**src/rtl/alu_issue_pkg.sv**
```systemverilog
// Shared CPU parameters: datapath widths, ALU opcodes and LA32R instruction keys.
package alu_issue_pkg;

   localparam int unsigned CPU_WORD       = 32;
   localparam int unsigned CPU_OPCODE_LEN = 4;

   // ALU operation codes; ALU_ADD is zero so that reset and illegal bundles read as ADD.
   localparam logic [CPU_OPCODE_LEN-1:0] ALU_ADD  = 4'd0;
   localparam logic [CPU_OPCODE_LEN-1:0] ALU_SUB  = 4'd1;
   localparam logic [CPU_OPCODE_LEN-1:0] ALU_AND  = 4'd2;
   localparam logic [CPU_OPCODE_LEN-1:0] ALU_OR   = 4'd3;
   localparam logic [CPU_OPCODE_LEN-1:0] ALU_XOR  = 4'd4;
   localparam logic [CPU_OPCODE_LEN-1:0] ALU_SLL  = 4'd5;
   localparam logic [CPU_OPCODE_LEN-1:0] ALU_SRL  = 4'd6;
   localparam logic [CPU_OPCODE_LEN-1:0] ALU_SLTU = 4'd7;

   // 3R and shift-immediate keys, inst[31:15].
   localparam logic [16:0] KEY_ADD_W  = 17'h00020;
   localparam logic [16:0] KEY_SUB_W  = 17'h00022;
   localparam logic [16:0] KEY_SLTU   = 17'h00025;
   localparam logic [16:0] KEY_AND    = 17'h00029;
   localparam logic [16:0] KEY_OR     = 17'h0002A;
   localparam logic [16:0] KEY_XOR    = 17'h0002B;
   localparam logic [16:0] KEY_SLL_W  = 17'h0002E;
   localparam logic [16:0] KEY_SRL_W  = 17'h0002F;
   localparam logic [16:0] KEY_SLLI_W = 17'h00081;
   localparam logic [16:0] KEY_SRLI_W = 17'h00089;

   // 2RI12 keys, inst[31:22].
   localparam logic [9:0] KEY_SLTUI  = 10'h009;
   localparam logic [9:0] KEY_ADDI_W = 10'h00A;
   localparam logic [9:0] KEY_ANDI   = 10'h00D;
   localparam logic [9:0] KEY_ORI    = 10'h00E;
   localparam logic [9:0] KEY_XORI   = 10'h00F;

   // 1RI20 keys, inst[31:25].
   localparam logic [6:0] KEY_LU12I_W   = 7'h0A;
   localparam logic [6:0] KEY_PCADDU12I = 7'h0E;

   // Operand source class selected by the decoder.
   typedef enum logic [2:0] {
      SrcIll,
      SrcRR,
      SrcUi5,
      SrcSi12,
      SrcUi12,
      SrcLu12i,
      SrcPcadd
   } src_e;

endpackage

```
**src/rtl/la32_alu_decode.sv**
```systemverilog
// Combinational LA32R ALU-subset decoder: instruction, PC and operands to an ALU bundle.
module la32_alu_decode
   import alu_issue_pkg::*;
#(
   parameter int unsigned WORD       = CPU_WORD,
   parameter int unsigned OPCODE_LEN = CPU_OPCODE_LEN
) (
   input  logic [31:0]           inst_i,
   input  logic [WORD-1:0]       pc_i,
   input  logic [WORD-1:0]       rdata0_i,
   input  logic [WORD-1:0]       rdata1_i,
   output logic [OPCODE_LEN-1:0] opcode_o,
   output logic [WORD-1:0]       in0_o,
   output logic [WORD-1:0]       in1_o,
   output logic [4:0]            rd_o,
   output logic                  we_o,
   output logic                  illegal_o
);

   src_e                      src;
   logic [CPU_OPCODE_LEN-1:0] opc;

   // Key match: the three key fields never alias, so the first hit wins.
   always_comb begin
      src = SrcIll;
      opc = ALU_ADD;
      unique case (inst_i[31:15])
         KEY_ADD_W:  begin src = SrcRR;  opc = ALU_ADD;  end
         KEY_SUB_W:  begin src = SrcRR;  opc = ALU_SUB;  end
         KEY_SLTU:   begin src = SrcRR;  opc = ALU_SLTU; end
         KEY_AND:    begin src = SrcRR;  opc = ALU_AND;  end
         KEY_OR:     begin src = SrcRR;  opc = ALU_OR;   end
         KEY_XOR:    begin src = SrcRR;  opc = ALU_XOR;  end
         KEY_SLL_W:  begin src = SrcRR;  opc = ALU_SLL;  end
         KEY_SRL_W:  begin src = SrcRR;  opc = ALU_SRL;  end
         KEY_SLLI_W: begin src = SrcUi5; opc = ALU_SLL;  end
         KEY_SRLI_W: begin src = SrcUi5; opc = ALU_SRL;  end
         default: ;
      endcase
      if (src == SrcIll) begin
         unique case (inst_i[31:22])
            KEY_SLTUI:  begin src = SrcSi12; opc = ALU_SLTU; end
            KEY_ADDI_W: begin src = SrcSi12; opc = ALU_ADD;  end
            KEY_ANDI:   begin src = SrcUi12; opc = ALU_AND;  end
            KEY_ORI:    begin src = SrcUi12; opc = ALU_OR;   end
            KEY_XORI:   begin src = SrcUi12; opc = ALU_XOR;  end
            default: ;
         endcase
      end
      if (src == SrcIll) begin
         unique case (inst_i[31:25])
            KEY_LU12I_W:   begin src = SrcLu12i; opc = ALU_ADD; end
            KEY_PCADDU12I: begin src = SrcPcadd; opc = ALU_ADD; end
            default: ;
         endcase
      end
   end

   // Operand selection per source class; illegal encodings yield zero operands.
   always_comb begin
      in0_o = '0;
      in1_o = '0;
      unique case (src)
         SrcRR:    begin in0_o = rdata0_i; in1_o = rdata1_i; end
         SrcUi5:   begin in0_o = rdata0_i; in1_o = {{(WORD-5){1'b0}}, inst_i[14:10]}; end
         SrcSi12:  begin in0_o = rdata0_i; in1_o = {{(WORD-12){inst_i[21]}}, inst_i[21:10]}; end
         SrcUi12:  begin in0_o = rdata0_i; in1_o = {{(WORD-12){1'b0}}, inst_i[21:10]}; end
         SrcLu12i: begin in0_o = '0;       in1_o = WORD'({inst_i[24:5], 12'b0}); end
         SrcPcadd: begin in0_o = pc_i;     in1_o = WORD'({inst_i[24:5], 12'b0}); end
         default: ;
      endcase
   end

   assign opcode_o  = OPCODE_LEN'(opc);
   assign rd_o      = inst_i[4:0];
   assign illegal_o = (src == SrcIll);
   assign we_o      = (src != SrcIll) && (inst_i[4:0] != 5'd0);

endmodule

```
**src/rtl/alu_issue.sv**
```systemverilog
// ALU decode/issue stage: output register plus one-entry skid buffer behind a
// fully registered if_ready.
module alu_issue
   import alu_issue_pkg::*;
#(
   parameter int unsigned WORD       = CPU_WORD,
   parameter int unsigned OPCODE_LEN = CPU_OPCODE_LEN
) (
   input  logic                  clk,
   input  logic                  rstn,
   input  logic                  if_valid,
   output logic                  if_ready,
   input  logic [31:0]           if_inst,
   input  logic [WORD-1:0]       if_pc,
   output logic [4:0]            rf_raddr0,
   output logic [4:0]            rf_raddr1,
   input  logic [WORD-1:0]       rf_rdata0,
   input  logic [WORD-1:0]       rf_rdata1,
   input  logic                  flush,
   output logic                  ex_valid,
   input  logic                  ex_ready,
   output logic [OPCODE_LEN-1:0] ALU_opcode,
   output logic [WORD-1:0]       ALU_in0,
   output logic [WORD-1:0]       ALU_in1,
   output logic [4:0]            ex_rd,
   output logic                  ex_we,
   output logic [WORD-1:0]       ex_pc,
   output logic                  ex_illegal
);

   typedef struct packed {
      logic [OPCODE_LEN-1:0] opcode;
      logic [WORD-1:0]       in0;
      logic [WORD-1:0]       in1;
      logic [4:0]            rd;
      logic                  we;
      logic [WORD-1:0]       pc;
      logic                  illegal;
   } bundle_t;

   bundle_t dec_b;
   bundle_t or_q, or_d;
   bundle_t skid_q, skid_d;
   logic    ex_valid_q, ex_valid_d;
   logic    skid_valid_q, skid_valid_d;
   logic    fire;
   logic    or_free;

   assign rf_raddr0 = if_inst[9:5];
   assign rf_raddr1 = if_inst[14:10];

   la32_alu_decode #(
      .WORD       (WORD),
      .OPCODE_LEN (OPCODE_LEN)
   ) u_decode (
      .inst_i    (if_inst),
      .pc_i      (if_pc),
      .rdata0_i  (rf_rdata0),
      .rdata1_i  (rf_rdata1),
      .opcode_o  (dec_b.opcode),
      .in0_o     (dec_b.in0),
      .in1_o     (dec_b.in1),
      .rd_o      (dec_b.rd),
      .we_o      (dec_b.we),
      .illegal_o (dec_b.illegal)
   );
   assign dec_b.pc = if_pc;

   assign if_ready = ~skid_valid_q;
   assign fire     = if_valid & if_ready;
   assign or_free  = ~ex_valid_q | ex_ready;

   // Handshake: OR refills from the skid first, else from the fired input; a fire
   // while the OR is stalled parks in the skid.
   always_comb begin
      or_d         = or_q;
      skid_d       = skid_q;
      ex_valid_d   = ex_valid_q;
      skid_valid_d = skid_valid_q;
      if (flush) begin
         ex_valid_d   = 1'b0;
         skid_valid_d = 1'b0;
      end else if (or_free) begin
         if (skid_valid_q) begin
            or_d       = skid_q;
            ex_valid_d = 1'b1;
         end else begin
            ex_valid_d = fire;
            if (fire) begin
               or_d = dec_b;
            end
         end
         // Drain-and-fire refills the skid; unreachable while if_ready tracks skid.
         skid_valid_d = skid_valid_q & fire;
         if (skid_valid_q & fire) begin
            skid_d = dec_b;
         end
      end else if (fire) begin
         skid_d       = dec_b;
         skid_valid_d = 1'b1;
      end
   end

   // State registers with asynchronous clear of valids and bundle contents.
   always_ff @(posedge clk or negedge rstn) begin
      if (!rstn) begin
         or_q         <= '0;
         skid_q       <= '0;
         ex_valid_q   <= 1'b0;
         skid_valid_q <= 1'b0;
      end else begin
         or_q         <= or_d;
         skid_q       <= skid_d;
         ex_valid_q   <= ex_valid_d;
         skid_valid_q <= skid_valid_d;
      end
   end

   assign ex_valid   = ex_valid_q;
   assign ALU_opcode = or_q.opcode;
   assign ALU_in0    = or_q.in0;
   assign ALU_in1    = or_q.in1;
   assign ex_rd      = or_q.rd;
   assign ex_we      = or_q.we;
   assign ex_pc      = or_q.pc;
   assign ex_illegal = or_q.illegal;

endmodule
```
**config.mk**
```make
export PLATFORM = sky130hd
export DESIGN_NAME = alu_issue
export DESIGN_NICKNAME = d
export VERILOG_FILES = /design/src/rtl/alu_issue_pkg.sv /design/src/rtl/la32_alu_decode.sv /design/src/rtl/alu_issue.sv
export SDC_FILE = /design/constraint.sdc
export NUM_CORES = 1
export LEC_CHECK = 0
export CELL_PAD_IN_SITES_DETAIL_PLACEMENT = 1
export CELL_PAD_IN_SITES_GLOBAL_PLACEMENT = 1
export CORE_ASPECT_RATIO = 1.4
export CORE_MARGIN = 4
export CORE_UTILIZATION = 38
export DETAILED_ROUTE_END_ITERATION = 8
export PLACE_DENSITY = 0.79
export SLEW_MARGIN = 20
export SYNTH_ARGS = -nofsm -noshare
export SYNTH_HDL_FRONTEND = slang
export SYNTH_SLANG_ARGS = --single-unit
```
**constraint.sdc**
```tcl
create_clock -name clk -period 2.4 [get_ports clk]
set_input_delay 0.48 -clock clk [delete_from_list [all_inputs] [get_ports clk]]
set_output_delay 0.48 -clock clk [all_outputs]
set_load 0.01 [all_outputs]
```
==> results of run 1 <==
kinds of logic after synthesis:
kind of cell	count (synthesis)	synth area share, %
other	1	0.0355
and+or+nand+nor	394	17.1
DFF	214	50.7
buffers and inverters	105	5.29
muxes	37	3.51
xor gates and xnor gates	4	0.332
AOI/OAI and AO/OA	340	23.0
state kept, by name, summed over array words and instances (netlist names):
register	cells
skid_q	106
ex_rd	5
ex_illegal	1
ALU_in0	32
ex_we	1
skid_valid_q	1
ex_valid	1
ALU_in1	32
ALU_opcode	3
ex_pc	32
critical path, cell delays in order, from the launching register on:
cell and delay [ns]:
dfrtp_4 0.57, clkinvlp_4 0.16, clkdlybuf4s50_1 0.55
worst paths after layout:
check / startpoint / cells after the start / to / slack [ns]
setup reg to reg: skid_valid_q / 4 / skid_q[57] / 0.35
hold / removal: skid_q[15] / 2 / skid_q[15] / 0.47
setup / recovery: skid_valid_q / 2 / if_ready / 0.13
min in group asynchronous: rstn / 2 / skid_q[58] / 0.52
hold reg to reg: skid_q[15] / 2 / skid_q[15] / 0.47
max in group asynchronous: rstn / 3 / skid_q[36] / 1.17
metrics by stage:
step	hold slack, ns	instances	cell area, um^2	setup TNS [ns]	setup slack, ns
floorplan	0.184	1095	10600	0	0.507
global placement	0.453	1675	13700	-9.60	-0.127
detailed placement	0.464	1675	13700	-16.38	-0.207
CTS	0.478	1716	14500	0	0.0144
global route	0.497	1716	14500	0	0.0622
finish	0.474	1716	14500	0	0.133
per-layer routing:
metal | wire (um) | global-route usage [%] | part of all wire, %
met1 | 14500 | 28.9 | 39
met2 | 18900 | 43.4 | 52
met3 | 2270 | 4.25 | 6.2
met4 | 942 | 6.80 | 2.6
met5 | 7 | 0 | 0.019
where the power goes:
| part | internal [uW] | switching [uW] |
|---|---|---|
| registers | 4100 | 300 |
| logic | 1080 | 995 |
| clock network | 2090 | 1460 |
| total | 7270 | 2750 |
final cells by class:
cell class / count / area (um^2)
clock buffer: 30 / 642
clock inverter: 10 / 100
fill: 3000 / 12600
inverter: 3 / 15.0
multi-input combinational: 776 / 4680
sequential: 214 / 5360
tap: 365 / 457
timing repair buffer: 318 / 3230
synthesized netlist by cell type, drive strengths merged:
master / instances / share of area, %
dfrtp: 214 / 51
nand2: 202 / 7.2
o21ai: 98 / 4.6
nor2: 93 / 3.6
a21oi: 78 / 3.7
buf: 58 / 3.6
clkbuf: 44 / 1.6
mux2i: 37 / 3.5
nand2b: 37 / 2.2
o31ai: 34 / 3.8
a21o: 33 / 2.3
a221o: 32 / 3.0
a22oi: 32 / 2.3
nor3: 23 / 1.2
a211oi: 19 / 2.0
and3: 10 / 0.64
nand3: 7 / 0.33
o22ai: 7 / 0.41
or3: 4 / 0.24
xnor2: 4 / 0.33
inv: 3 / 0.11
nand4: 3 / 0.18
nor2b: 3 / 0.18
and2: 2 / 0.12
nand3b: 2 / 0.14
nor4: 2 / 0.40
o211ai: 2 / 0.14
a21boi: 1 / 0.18
and3b: 1 / 0.083
and4: 1 / 0.083
and4bb: 1 / 0.12
conb: 1 / 0.036
nor3b: 1 / 0.071
nor4b: 1 / 0.23
nor4bb: 1 / 0.095
o2111ai: 1 / 0.083
o211a: 1 / 0.095
o21a: 1 / 0.14
o32ai: 1 / 0.083
what timing repair did:
| item | in CTS | in global routing |
|---|---|---|
| gates resized for setup | 0 | 1 |
| buffers inserted | 0 | 0 |
| endpoints found under the setup margin | 0 | 1 |
| endpoints found under the hold margin | 54 | 0 |
| hold buffers | 1 | 0 |
==> impl_metrics.csv, run 1 <==
group,metric,value,unit
synth,ys_types,48,
detailed_routing,wl_per_cell,21.4,um
layout,diodes,0,
floorplanning,die_area,30500,um^2
sta,setup_violations,0,
synth,seq_area_frac_synth,50.7,%
sta,fin_crit,2.27,ns
sta,worstMarginPinSlew,0.718,ns
pwr,p_total,10000,uW
synth,syn_inst,1095,
layout,final_common_cell,"clkdlybuf4s50_1",
placed_design,io_buffers,250,
layout,final_cell_mix,"clkdlybuf4s50_1, dfrtp_1, nand2_1",
floorplanning,rows,71,
sta,slew_headroom,52.0,%
global_routing,grt_max_degree,76,
sta,grt_setup_unrepaired,"false",
worst_setup_path,cp.arrival,1.79,ns
worst_setup_path,worst-path-max-fanout,12,
synth,synth.ff_latch_count,214,
global_routing,antenna_found_initial,1,
detailed_routing,first_iter_violations,420,
worst_setup_path,cp-start-kind,"flop",
outcome,status,"completed",
placed_design,routabilityCongestion,0.875,
layout,drive_above_1_share,12.4,%
synth,avgSynthCellArea,9.64,um^2
pwr,ir_worst_vdd,0.000405,V
synth,syn_nets,1228,
global_routing,grt_first_pass_wirelength,58400,um
worst_hold_path,hp-class,"flop to flop",
detailed_routing,wl,36600,um
clock_tree,clkTransAtPathRegs,0.06,ns
sta,fmax,441,MHz
detailed_routing,vias_per_cell,5.52,
detailed_routing,drt_pre_antenna_iters,4,
layout,finish.utilization,53.4,%
sta,skew,0.00836,ns
worst_setup_path,cp.required,1.92,ns
floorplanning,ios,252,
pwr,power_density,692,nW/um^2
pwr,p_leak,0.00621,uW
detailed_routing,num_vias,9466,
clock_tree,clock-root-buffer,"clkbuf_16",
global_routing,grt_remaining_overflow,0,
global_routing,grt_pass1_vias,10500,
floorplanning,die-width,149,um
clock_tree,clock_latency,0.51,ns
layout,area_growth,37.2,%
worst_setup_path,end_kind,"primary output",
sta,finalMaxSlewViolations,0,
flow_run,cap_viol_max_count,0,
detailed_routing,ant_nets,0,
global_routing,track_usage,23.8,%
sta,hold_viol_final,0,
clock_tree,clk_path_buf_depth,3,
clock_tree,cts_inserted_buffers,22,
clock_tree,htree_num_levels,1,
worst_setup_path,path_class,"flop to primary output",
floorplanning,die_h,205,um
placed_design,hpwl,25800,um
clock_tree,cts_sinks,214,
sta,post-route-period-util,94.4,%
clock_tree,cts_tree,"done",
floorplanning,core_area,27100,um^2
floorplanning,start_util,39.0,%
synth,ys_warn_count,0,
synth,synth.cell_area,10600,um^2
detailed_routing,drc,0,
layout,layout.nets,1468,
(Power assumes the default switching activity.)
==> inputs of run 2 (changes only) <==
--- a/config.mk
+++ b/config.mk
@@ -9,9 +9,10 @@
 export CELL_PAD_IN_SITES_GLOBAL_PLACEMENT = 1
 export CORE_ASPECT_RATIO = 1.4
 export CORE_MARGIN = 4
-export CORE_UTILIZATION = 38
+export CORE_UTILIZATION = 39
+export CTS_BUF_LIST = sky130_fd_sc_hd__clkbuf_4 sky130_fd_sc_hd__clkbuf_8
 export DETAILED_ROUTE_END_ITERATION = 8
-export PLACE_DENSITY = 0.79
+export PLACE_DENSITY = 0.81
 export SLEW_MARGIN = 20
 export SYNTH_ARGS = -nofsm -noshare
 export SYNTH_HDL_FRONTEND = slang
==> impl_metrics.csv, run 2 (synthesized netlist as in run 1, its figures left out) <==
group,metric,value,unit
layout,largest_register_ffs,106,
pwr,ir_worst_vdd,0.000379,V
worst_setup_path,path_cells,"inv_1 > clkdlybuf4s50_1",
clock_tree,cts_sinks,214,
layout,area_growth,37.8,%
detailed_routing,wl,35800,um
floorplanning,core_area,26700,um^2
clock_tree,clock-root-buffer,"clkbuf_8",
sta,grt_setup_unrepaired,"false",
layout,final_cell_mix,"clkdlybuf4s50_1, dfrtp_1, nand2_1",
outcome,status,"completed",
layout,final_common_cell,"clkdlybuf4s50_1",
placed_design,hpwl,24800,um
clock_tree,clkTransAtPathRegs,0.07,ns
clock_tree,cts_setup_buffers,0,
layout,filler_cell_count,2914,
clock_tree,cts_resized,0,
floorplanning,die-width,147,um
pwr,p_leak,0.00625,uW
worst_setup_path,r2r_cells,6,
layout,drive_above_1_share,13.9,%
layout,largest-register,"skid_q",
worst_setup_path,cpPeakStageDelay,0.60,ns
clock_tree,cts_tree,"done",
detailed_routing,num_vias,9419,
sta,fin_crit,2.30,ns
clock_tree,htree_num_levels,2,
pwr,power_density,688,nW/um^2
worst_hold_path,hp-class,"primary input to asynchronous set/reset pin",
floorplanning,start_util,39.5,%
clock_tree,cts_inserted_buffers,37,
detailed_routing,ant_nets,0,
sta,setup_violations,0,
pwr,p_total,10000,uW
placed_design,place_ws,-0.232,ns
clock_tree,clk_path_buf_depth,3,
detailed_routing,wl_per_cell,20.6,um
global_routing,grt_pass1_vias,10400,
sta,worstMarginPinSlew,0.724,ns
worst_setup_path,cp.required,1.92,ns
sta,skew,0.0124,ns
detailed_routing,drc,0,
flow_run,cap_viol_max_count,0,
floorplanning,die_h,203,um
worst_setup_path,r2r_slack,0.38,ns
clock_tree,cts_hold_buf,1,
sta,post-route-period-util,96.0,%
worst_setup_path,cp-start-kind,"flop",
clock_tree,clock_latency,0.52,ns
worst_setup_path,end_kind,"primary output",
global_routing,antenna_found_initial,2,
floorplanning,die_area,29800,um^2
global_routing,grt_remaining_overflow,0,
global_routing,grt_max_degree,74,
sta,fmax,434,MHz
detailed_routing,first_iter_violations,446,
worst_setup_path,cp.arrival,1.82,ns
layout,layout.nets,1484,
layout,finish.utilization,54.4,%
floorplanning,rows,71,
detailed_routing,drt_pre_antenna_iters,5,
detailed_routing,vias_per_cell,5.42,
placed_design,routabilityCongestion,0.861,
worst_setup_path,worst-path-max-fanout,6,
worst_setup_path,reg2reg_to,"skid_q[95]",
placed_design,io_buffers,250,
floorplanning,ios,252,
worst_setup_path,reg2reg_from,"skid_valid_q",
worst_setup_path,critPathSlowestCell,"clkdlybuf4s50_1",
worst_setup_path,path_class,"flop to primary output",
global_routing,grt_first_pass_wirelength,57500,um
global_routing,track_usage,24.0,%
sta,hold_viol_final,0,
sta,setup_slack,0.0954,ns
sta,slew_headroom,51.6,%
sta,finalMaxSlewViolations,0,
[run 2: changes by cell type in the layout (fill, tap and decap cells not counted), sizes merged]
| cell | change |
|---|---|
| buf | +1 |
| diode | +2 |
| inv | +1 |
| clkbuf | +26 |
| clkinv | -7 |
| bufinv | -1 |
[run 2: metal layers]
layer	share of wire [%]	GRT usage [%]
met4	2.5	7.40
met5	0	0
met2	52	42.6
met3	5.5	4.47
met1	40	29.5
[run 2: through the flow]
step	cell area, um^2	std cells	hold WS, ns	TNS [ns]
6_report	14500	1738	0.427	0
5_1_grt	14500	1738	0.438	0
4_1_cts	14500	1736	0.399	0
3_5_place_dp	13800	1676	0.384	-18.59
3_3_place_gp	13800	1676	0.382	-12.39
2_1_floorplan	10600	1095	0.184	0
[run 2: final cells by class]
cell class	count	area, um^2	share of cell area [%]
multi-input combinational	776	4680	32.2
timing repair buffer	319	3270	22.5
clock inverter	3	42.5	0.292
clock buffer	56	727	5.00
antenna	2	5.00	0.0344
sequential	214	5360	36.8
tap	365	457	3.14
inverter	3	11.3	0.0774
[run 2: worst max-delay path: cells and delay by family, from the launching register on]
kind,cells,cell delay [ns]
buf+inv,2,0.81
flops,1,0.50
[run 2: worst max-delay path by stage]
| stage | start | slack (ns) | endpoint | cells past startpoint |
|---|---|---|---|---|
| 3_5_place_dp | if_inst[16] | -0.23 | skid_q[95] | 7 |
| 4_1_cts | skid_valid_q | 0.06 | if_ready | 2 |
| 5_1_grt | skid_valid_q | 0.02 | if_ready | 2 |
| 2_1_floorplan | if_inst[16] | 0.51 | skid_q[100] | 7 |
| 6_report | skid_valid_q | 0.1 | if_ready | 2 |
| 3_3_place_gp | if_inst[16] | -0.19 | skid_q[96] | 7 |
[run 2: where the power goes]
| part | total [uW] | switching, uW | internal [uW] | leakage, uW |
|---|---|---|---|---|
| logic | 2070 | 980 | 1090 | 0.00318 |
| clock network | 3530 | 1510 | 2020 | 0.000403 |
| registers | 4400 | 298 | 4100 | 0.00267 |
==> inputs of run 3 (changes only) <==
==> config.mk (replaced) <==
export PLATFORM = sky130hd
export DESIGN_NAME = alu_issue
export DESIGN_NICKNAME = d
export VERILOG_FILES = /design/src/rtl/alu_issue_pkg.sv /design/src/rtl/la32_alu_decode.sv /design/src/rtl/alu_issue.sv
export SDC_FILE = /design/constraint.sdc
export NUM_CORES = 1
export LEC_CHECK = 0
export CORE_ASPECT_RATIO = 1.4
export CORE_MARGIN = 4
export CORE_UTILIZATION = 40
export CTS_BUF_LIST = sky130_fd_sc_hd__clkbuf_4 sky130_fd_sc_hd__clkbuf_8
export DETAILED_ROUTE_END_ITERATION = 8
export PLACE_DENSITY = 0.66
export SYNTH_ARGS = -nofsm -noshare
export SYNTH_HDL_FRONTEND = slang
export SYNTH_SLANG_ARGS = --single-unit
==> impl_metrics.csv, run 3 (synthesized netlist as in run 1, its figures left out) <==
group,metric,value,unit
outcome,status,"completed",
worst_setup_path,cp.arrival,1.73,ns
layout,final_common_cell,"clkdlybuf4s50_1",
worst_setup_path,critPathTopFamily,"buffers and inverters",
floorplanning,start_util,40.4,%
sta,fmax,453,MHz
layout,drive_above_1_share,14.2,%
placed_design,place_ws,-0.209,ns
pwr,switching_share,27.4,%
floorplanning,core_area,26100,um^2
placed_design,hpwl,22000,um
layout,regArea,5360,um^2
detailed_routing,first_iter_violations,519,
detailed_routing,num_vias,9232,
floorplanning,die_h,200,um
worst_setup_path,end_kind,"primary output",
worst_setup_path,reg2reg_from,"ex_valid",
detailed_routing,ant_nets,0,
global_routing,track_usage,22.0,%
clock_tree,clk_path_buf_depth,3,
sta,worstMarginPinSlew,0.707,ns
pwr,p_switching,2690,uW
detailed_routing,wl_per_cell,19.1,um
clock_tree,clkTransAtPathRegs,0.06,ns
detailed_routing,vias_per_cell,5.43,
sta,setup_violations,0,
layout,diodes,0,
pwr,p_comb_share,20.6,%
placed_design,io_buffers,250,
worst_setup_path,critPathSlowestCell,"clkdlybuf4s50_1",
global_routing,grt_max_degree,73,
sta,hold_viol_final,0,
layout,final_area,14400,um^2
clock_tree,cts_inserted_buffers,38,
layout,layout.nets,1487,
clock_tree,cts_sinks,214,
worst_setup_path,reg2reg_to,"ALU_in1[21]",
worst_setup_path,worst-path-max-fanout,6,
floorplanning,die_area,29100,um^2
flow_run,cap_viol_max_count,0,
global_routing,grt_remaining_overflow,0,
floorplanning,ios,252,
worst_setup_path,cp.required,1.92,ns
sta,post-route-period-util,92.0,%
pwr,p_int,7130,uW
worst_setup_path,path_class,"flop to primary output",
layout,largest_register_ffs,106,
sta,skew,0.0161,ns
layout,final_cell_mix,"clkdlybuf4s50_1, dfrtp_1, nand2_1",
sta,holdWs,0.467,ns
sta,setup_slack,0.193,ns
worst_hold_path,hp-class,"primary input to asynchronous set/reset pin",
worst_setup_path,r2r_slack,0.43,ns
layout,finish.utilization,55.3,%
clock_tree,clock_latency,0.52,ns
worst_setup_path,cp-start-kind,"flop",
sta,finalMaxSlewViolations,0,
floorplanning,die-width,145,um
pwr,ir_worst_vdd,0.000435,V
layout,filler_cell_count,2327,
layout,area_growth,36.7,%
sta,slew_headroom,52.7,%
detailed_routing,drc,0,
clock_tree,cts_setup_buffers,0,
clock_tree,htree_num_levels,2,
placed_design,routabilityCongestion,0.864,
global_routing,antenna_found_initial,1,
placed_design,place_area,13700,um^2
worst_setup_path,path_cells,"clkinvlp_4 > clkdlybuf4s50_1",
global_routing,grt_pass1_vias,9489,
worst_setup_path,path_buf_inv,2,
pwr,power_density,681,nW/um^2
sta,grt_setup_unrepaired,"false",
detailed_routing,drt_pre_antenna_iters,5,
sta,tns,0,ns
clock_tree,cts_tree,"done",
worst_setup_path,r2r_cells,5,
pwr,p_leak,0.00624,uW
layout,multiInputGateArea,4680,um^2
sta,fin_crit,2.21,ns
layout,largest-register,"skid_q",
detailed_routing,wl,32500,um
pwr,power_frac_seq,44.7,%
pwr,p_clk_share,34.7,%
floorplanning,rows,70,
global_routing,grt_first_pass_wirelength,52300,um
worst_setup_path,cpPeakStageDelay,0.55,ns
clock_tree,clock-root-buffer,"clkbuf_8",
==> run 3: cell count changes in the layout (fill, tap and decap cells not counted) <==
cell / change
and4_1: +1
and4_2: -1
buf_12: -5
buf_4: +7
bufinv_16: -1
clkbuf_4: +4
clkbuf_8: -1
clkinv_2: +1
clkinvlp_4: +1
diode_2: -2
inv_1: -1
==> run 3: what timing repair did <==
action	4_1_cts	5_1_grt
endpoints found under the setup margin	0	1
endpoints found under the hold margin	47	0
gates resized for setup	0	1
hold buffers	1	0
==> run 3: power by group through the flow <==
stage | Clock (uW) | Combinational (uW) | Sequential, uW
floorplan | 0 | 763 | 4510
detailed placement | 0 | 2040 | 4450
global route | 3690 | 2220 | 4440
finish | 3410 | 2030 | 4390
CTS | 3520 | 2050 | 4390
global placement | 0 | 2010 | 4430
==> run 3: worst max-delay path by stage <==
stage	startpoint	to	cells after the start
2_1_floorplan	if_inst[16]	skid_q[100]	7
3_3_place_gp	if_inst[19]	skid_q[86]	6
3_5_place_dp	if_inst[19]	skid_q[95]	6
4_1_cts	skid_valid_q	if_ready	2
5_1_grt	skid_valid_q	if_ready	2
6_report	skid_valid_q	if_ready	2
==> run 3: per-layer routing <==
metal / up-vias / wire (um) / track usage [%]
met5: - / 13 / 0
met4: 2 / 883 / 6.99
met3: 64 / 2100 / 5.00
met2: 327 / 16200 / 38.2
met1: 4463 / 13400 / 27.1
li1: 4376 / - / -
==> run 3: area by class of cell <==
type | count | share of cell area (%)
Clock buffer | 59 | 5.15
Clock inverter | 3 | 0.121
Inverter | 3 | 0.104
Multi-Input combinational cell | 776 | 32.4
Sequential cell | 214 | 37.1
Tap cell | 324 | 2.81
Timing Repair Buffer | 321 | 22.3
==> run 3: through the flow <==
step | power, uW | instances
2_1_floorplan | 5270 | 1095
3_3_place_gp | 6440 | 1637
3_5_place_dp | 6490 | 1637
4_1_cts | 9960 | 1700
5_1_grt | 10300 | 1700
6_report | 9830 | 1700
==> run 3: worst register-to-register path, stage by stage, from the launching register on <==
cell	delay [ns]
dfrtp_1	0.39
nor2b_1	0.17
nor2_1	0.26
nand3_1	0.22
nor2_4	0.59
a211oi_1	0.18
